### src/rtl/mdc_cfg_pkg.sv
// Shared definitions for the configurator: state codes, reserved ID and
// packed parameter-table field extraction.
package mdc_cfg_pkg;

  localparam logic [1:0] S_IDLE   = 2'd0;
  localparam logic [1:0] S_DRAIN  = 2'd1;
  localparam logic [1:0] S_APPLY  = 2'd2;
  localparam logic [1:0] S_SETTLE = 2'd3;

  localparam int CFG_ID_NONE = 0;

  // Widest packed table / field the extraction helper handles.
  localparam int TBL_MAX = 1024;
  localparam int FLD_MAX = 64;

  function automatic logic [FLD_MAX-1:0] tbl_field(input logic [TBL_MAX-1:0] tbl,
                                                   input int k, input int w);
    logic [FLD_MAX-1:0] mask;
    mask = (FLD_MAX'(1) << w) - FLD_MAX'(1);
    return FLD_MAX'(tbl >> (k * w)) & mask;
  endfunction

endpackage

### src/rtl/cfg_lookup.sv
// CAM-style lookup of a configuration ID in a packed table; the lowest
// matching entry wins and the reserved ID never matches.
module cfg_lookup
  import mdc_cfg_pkg::*;
#(
  parameter int ID_W  = 8,
  parameter int SEL_W = 14,
  parameter int N_CFG = 2,
  parameter logic [N_CFG*ID_W-1:0]  CFG_IDS = {8'd2, 8'd1},
  parameter logic [N_CFG*SEL_W-1:0] CFG_SEL = {14'h3FFF, 14'h0000},
  localparam int IDX_W = (N_CFG > 1) ? $clog2(N_CFG) : 1
) (
  input  logic [ID_W-1:0]  id_in,
  output logic             hit,
  output logic [IDX_W-1:0] idx,
  output logic [SEL_W-1:0] sel_pat
);

  // Descending scan so the lowest matching index is the last assignment.
  always_comb begin
    hit     = 1'b0;
    idx     = '0;
    sel_pat = '0;
    for (int k = N_CFG - 1; k >= 0; k--) begin
      if (id_in != ID_W'(CFG_ID_NONE) &&
          tbl_field(TBL_MAX'(CFG_IDS), k, ID_W) == FLD_MAX'(id_in)) begin
        hit     = 1'b1;
        idx     = IDX_W'(k);
        sel_pat = SEL_W'(tbl_field(TBL_MAX'(CFG_SEL), k, SEL_W));
      end
    end
  end

endmodule

### src/rtl/configurator_seq.sv
// Sequential configurator: accepts an ID, stalls and drains the datapath,
// switches the select bus, waits a settle window, then reports done/err.
module configurator_seq
  import mdc_cfg_pkg::*;
#(
  parameter int ID_W  = 8,
  parameter int SEL_W = 14,
  parameter int N_CFG = 2,
  parameter logic [N_CFG*ID_W-1:0]  CFG_IDS = {8'd2, 8'd1},
  parameter logic [N_CFG*SEL_W-1:0] CFG_SEL = {14'h3FFF, 14'h0000},
  parameter logic [SEL_W-1:0]       RESET_SEL = 14'h0000,
  parameter int DRAIN_CYCLES  = 4,
  parameter int SETTLE_CYCLES = 2
) (
  input  logic             clock,
  input  logic             reset,
  input  logic [ID_W-1:0]  id_in,
  input  logic             id_valid,
  output logic             id_ready,
  input  logic             dp_idle,
  output logic             dp_hold,
  output logic [SEL_W-1:0] sel,
  output logic [ID_W-1:0]  cur_id,
  output logic             cfg_done,
  output logic             cfg_err
);

  localparam int IDX_W   = (N_CFG > 1) ? $clog2(N_CFG) : 1;
  localparam int CNT_MAX = (DRAIN_CYCLES > SETTLE_CYCLES) ? DRAIN_CYCLES : SETTLE_CYCLES;
  localparam int CNT_W   = (CNT_MAX > 0) ? $clog2(CNT_MAX + 1) : 1;

  logic [1:0]       state, state_nx;
  logic [CNT_W-1:0] cnt, cnt_nx;
  logic [ID_W-1:0]  req_id, req_id_nx, cur_id_nx;
  logic [SEL_W-1:0] req_sel, req_sel_nx, sel_nx;
  logic             dp_hold_nx, cfg_done_nx, cfg_err_nx;

  logic             lk_hit;
  logic [IDX_W-1:0] lk_idx;
  logic [SEL_W-1:0] lk_sel;

  cfg_lookup #(
    .ID_W(ID_W), .SEL_W(SEL_W), .N_CFG(N_CFG), .CFG_IDS(CFG_IDS), .CFG_SEL(CFG_SEL)
  ) u_lookup (
    .id_in(id_in), .hit(lk_hit), .idx(lk_idx), .sel_pat(lk_sel)
  );

  assign id_ready = (state == S_IDLE);

  logic accept, same_id, drain_last, settle_last;
  assign accept      = id_valid & id_ready;
  assign same_id     = (id_in == cur_id);
  // Terminal counts look one increment ahead so each phase lasts exactly N cycles.
  assign drain_last  = (32'(cnt) + 32'd1) >= DRAIN_CYCLES;
  assign settle_last = (32'(cnt) + 32'd1) >= SETTLE_CYCLES;

  always_ff @(posedge clock or negedge reset) begin
    if (!reset) begin
      state    <= S_IDLE;
      cnt      <= '0;
      req_id   <= '0;
      req_sel  <= '0;
      sel      <= RESET_SEL;
      cur_id   <= '0;
      dp_hold  <= 1'b0;
      cfg_done <= 1'b0;
      cfg_err  <= 1'b0;
    end else begin
      state    <= state_nx;
      cnt      <= cnt_nx;
      req_id   <= req_id_nx;
      req_sel  <= req_sel_nx;
      sel      <= sel_nx;
      cur_id   <= cur_id_nx;
      dp_hold  <= dp_hold_nx;
      cfg_done <= cfg_done_nx;
      cfg_err  <= cfg_err_nx;
    end
  end

  always_comb begin
    state_nx = state;
    case (state)
      S_IDLE:   if (accept && lk_hit && !same_id) state_nx = S_DRAIN;
      S_DRAIN:  if (dp_idle && drain_last) state_nx = S_APPLY;
      S_APPLY:  state_nx = (SETTLE_CYCLES == 0) ? S_IDLE : S_SETTLE;
      S_SETTLE: if (settle_last) state_nx = S_IDLE;
      default:  state_nx = S_IDLE;
    endcase
  end

  always_comb begin
    cnt_nx      = '0;
    req_id_nx   = req_id;
    req_sel_nx  = req_sel;
    sel_nx      = sel;
    cur_id_nx   = cur_id;
    dp_hold_nx  = dp_hold;
    cfg_done_nx = 1'b0;
    cfg_err_nx  = 1'b0;
    case (state)
      S_IDLE: if (accept) begin
        req_id_nx  = id_in;
        req_sel_nx = lk_sel;
        if (!lk_hit)      cfg_err_nx  = 1'b1;
        else if (same_id) cfg_done_nx = 1'b1;
        else              dp_hold_nx  = 1'b1;
      end
      S_DRAIN: if (dp_idle && !drain_last) cnt_nx = cnt + CNT_W'(1);
      S_APPLY: begin
        sel_nx    = req_sel;
        cur_id_nx = req_id;
        if (SETTLE_CYCLES == 0) begin
          dp_hold_nx  = 1'b0;
          cfg_done_nx = 1'b1;
        end
      end
      S_SETTLE: begin
        if (settle_last) begin
          dp_hold_nx  = 1'b0;
          cfg_done_nx = 1'b1;
        end else begin
          cnt_nx = cnt + CNT_W'(1);
        end
      end
      default: ;
    endcase
  end

  // Index must always land inside the table when the lookup hits.
  a_idx_range: assert property (@(posedge clock) disable iff (!reset)
    (id_valid && lk_hit) |-> (32'(lk_idx) < N_CFG));

endmodule
### config.mk
export PLATFORM = sky130hd
export DESIGN_NAME = configurator_seq
export DESIGN_NICKNAME = d
export VERILOG_FILES = /design/src/rtl/mdc_cfg_pkg.sv /design/src/rtl/cfg_lookup.sv /design/src/rtl/configurator_seq.sv
export SDC_FILE = /design/constraint.sdc
export NUM_CORES = 1
export LEC_CHECK = 0
export CAP_MARGIN = 0
export CORE_MARGIN = 4
export CORE_UTILIZATION = 45
export CTS_CLUSTER_DIAMETER = 30
export DETAILED_ROUTE_END_ITERATION = 12
export HOLD_SLACK_MARGIN = 0.05
export PLACE_DENSITY_LB_ADDON = 0.08
export RECOVER_POWER = 50
export SLEW_MARGIN = 25
export SYNTH_ARGS = -nofsm -noshare
export SYNTH_HDL_FRONTEND = slang
export SYNTH_SLANG_ARGS = --single-unit
### constraint.sdc
create_clock -name clock -period 2.9 [get_ports clock]
set_clock_uncertainty 0.05 [all_clocks]
set_input_delay 0.58 -clock clock [delete_from_list [all_inputs] [get_ports clock]]
set_output_delay 0.58 -clock clock [all_outputs]
set_load 0.05 [all_outputs]
==> summary.md <==
| Metric | Value |
|---|---|
| Outcome | `finished clean` |
| Synthesized cell area | `1368 µm²` |
| Number of synthesized flops with an enable pin | `0` |
| TritonCTS clock tree | `yes` |
| Kind of critical path | `reg -> out` |
| Post_cts resized | `0` |
| CP arrival | `2.03 ns` |
| Number of H-tree levels | `1` |
| Buf/Inv on CP | `2` |
| DR iter-0 viols | `20` |
| Final ANT Viol Nets | `0` |
| Top-level port count | `38` |
| Final WS setup | `0.2383 ns` |
| CTS Hold Bufs | `0` |
| Ys Warns | `0` |
| Most frequent cells in the layout | `36 x clkdlybuf4s50_1, 26 x dfrtp_1, 9 x nor2_1, 9 x xnor2_1, 9 x mux2_1` |
| Final Cycle Share | `91.78%` |
| Leak | `0.7066 nW` |
| Library cells used by synthesis | `30` |
| Syn_area_per_cell | `11.79 µm²` |
| TritonCTS buffer count | `3` |
| Core Footprint | `2829 µm²` |
| CTS Sinks | `26` |
| Pwr Total | `1.782 mW` |
| Die Area | `3985 µm²` |
| Sequential element share of the synthesized area | `47.58%` |
| Worst slew pin tran | `1.363 ns` |
| Syn Inst Count | `116` |
| Largest delay share family, worst path | `buffers and inverters` |
| WP data required | `2.27 ns` |
| Maximum VDD drop | `0.0005592 V` |
| Vias in the first global route | `930` |
| Final Hold Vio Count | `0` |
| CTS max path bufs | `2` |
| Routed length per instance | `14.16 µm` |
| PD cells | `1050 nW/µm²` |
| Final Setup Violations | `0` |
| Die height | `63.13 µm` |
| Port Buffers | `37` |
| DRC Markers | `0` |
| Area Overhead vs Synth | `24.15%` |
| Most common cell after layout, fill and taps aside | `clkdlybuf4s50_1` |
| Worst path slowest cell | `clkdlybuf4s50_1` |
| Horiz. Die Dim | `63.13 µm` |
| Initial antenna violation count | `0` |
| Total track usage | `13.48%` |
| Crit end category | `output pin` |
| HPWL Detailed | `1899 µm` |
| CP max stage delay | `0.85 ns` |
| FMAX | `375.7 MHz` |
| Initial Utilization | `48.34%` |
| Async SR Flop Fraction | `100.0%` |
| Worst min path class | `reg -> reg` |
| Setup crit start kind | `flop` |
| Pin count of the biggest net entering global routing | `27` |
| Vias after detailed routing | `907` |
| Row count | `19` |
| Syn Nets | `134` |
| Worst slew margin | `9.148%` |
| First-pass GRT wire length | `4319 µm` |
| Final setup TNS | `0 ns` |
| Period minus WS final | `2.662 ns` |
| Clock Latency Late Sink | `0.32 ns` |
| Final Slew Violations | `0` |
| Post-CTS setup buffers | `0` |
| Flops & latches, synth | `26` |
| Grt ovf | `0` |
| Root Driver | `clkbuf_4` |
| Fin nets | `162` |
| Vias per inst | `5.243` |
| Number of max-cap violations | `0` |
| Final Wtd Congestion | `0.7590` |
| Post-Route WL | `2450 µm` |
| Share of cells above drive strength 1 | `11.27%` |
| Ant. Diodes | `0` |
| Crit-path cells | `inv_1, ha_1, clkdlybuf4s50_1` |
| RSZ-0062 raised after global routing | `false` |
| Crit path max fanout | `6` |
| Router iterations before antenna repair | `4` |
| Clock transition at path regs | `0.13 ns` |
| Ys flop type | `dfrtp_1` |
| DP Worst Slack | `0.4819 ns` |
[Yosys cell counts, drive strengths merged, types with 2 or more instances]
| library cell | instances | area share (%) |
|---|---|---|
| a21oi | 4 | 2.3 |
| buf | 13 | 7.1 |
| clkbuf | 2 | 0.55 |
| dfrtp | 26 | 48 |
| ha | 6 | 5.5 |
| inv | 4 | 1.1 |
| mux2 | 17 | 14 |
| nand2 | 6 | 1.6 |
| nand4 | 3 | 1.8 |
| nor2 | 9 | 2.5 |
| o211ai | 2 | 1.1 |
| o21ai | 2 | 0.73 |
| xnor2 | 9 | 5.8 |
[cell families after synthesis]
kind of cell             count (synthesis)  synth area share, %
multiplexers                            18                14.73
other                                    1               0.2742
AND/OR/NAND/NOR                         25                10.25
XOR/XNOR                                 9                5.764
flip-flops                              26                47.58
AO/OA/AOI/OAI                           12                7.136
adder cells (fa/ha/maj)                  6                5.489
buffers and inverters                   19                8.783
[through the flow]
| step | util, % | std cells | area (µm²) | hold WS (ns) |
|---|---|---|---|---|
| after floorplan | - | 116 | 1368 | 0.2344 |
| after global placement | 59.35 | 170 | 1679 | 0.4054 |
| after detailed placement | 59.35 | 170 | 1679 | 0.4249 |
| after CTS | 60.15 | 173 | 1702 | 0.4436 |
| after global routing | 60.02 | 173 | 1698 | 0.4726 |
| final | 60.02 | 173 | 1698 | 0.4408 |
[worst paths after layout]
check	start	endpoint	slack, ns	cells after the start
max reg2reg	cnt[0]	state[1]	0.93	6
min	cnt[0]	cnt[0]	0.44	1
min reg2reg	cnt[0]	cnt[0]	0.44	1
max	state[0]	id_ready	0.24	3
min in group asynchronous	reset	req_id[3]	1.02	2
max in group asynchronous	reset	cnt[0]	0.98	2
[state kept, by name, summed over array words and instances, names as in the netlist]
name,cells
cur_id,8
req_id,8
cnt,3
state,2
cfg_done,1
cfg_err,1
dp_hold,1
req_sel,1
sel,1
[power by group]
group	switching (mW)	internal, mW
clock network	0.106	0.0487
registers	0.106	0.514
logic	0.584	0.423
total	0.796	0.986
[area by class of cell]
type	instances	area [µm²]
Clock buffer	3	22.52
Fill cell	239	1131
Inverter	4	15.01
Multi-Input combinational cell	71	596.8
Sequential cell	26	650.6
Tap cell	31	38.79
Timing Repair Buffer	38	374.1
[per-layer routing]
layer	up-vias	global-route usage, %	share of wire (%)	wire, µm
li1	432	-	-	-
met1	435	16.53	45	1098
met2	35	22.00	47	1161
met3	5	3.730	6.0	148
met4	0	6.061	1.6	40
met5	-	0	0	0
No activity file was read; power rests on OpenSTA's default activity.
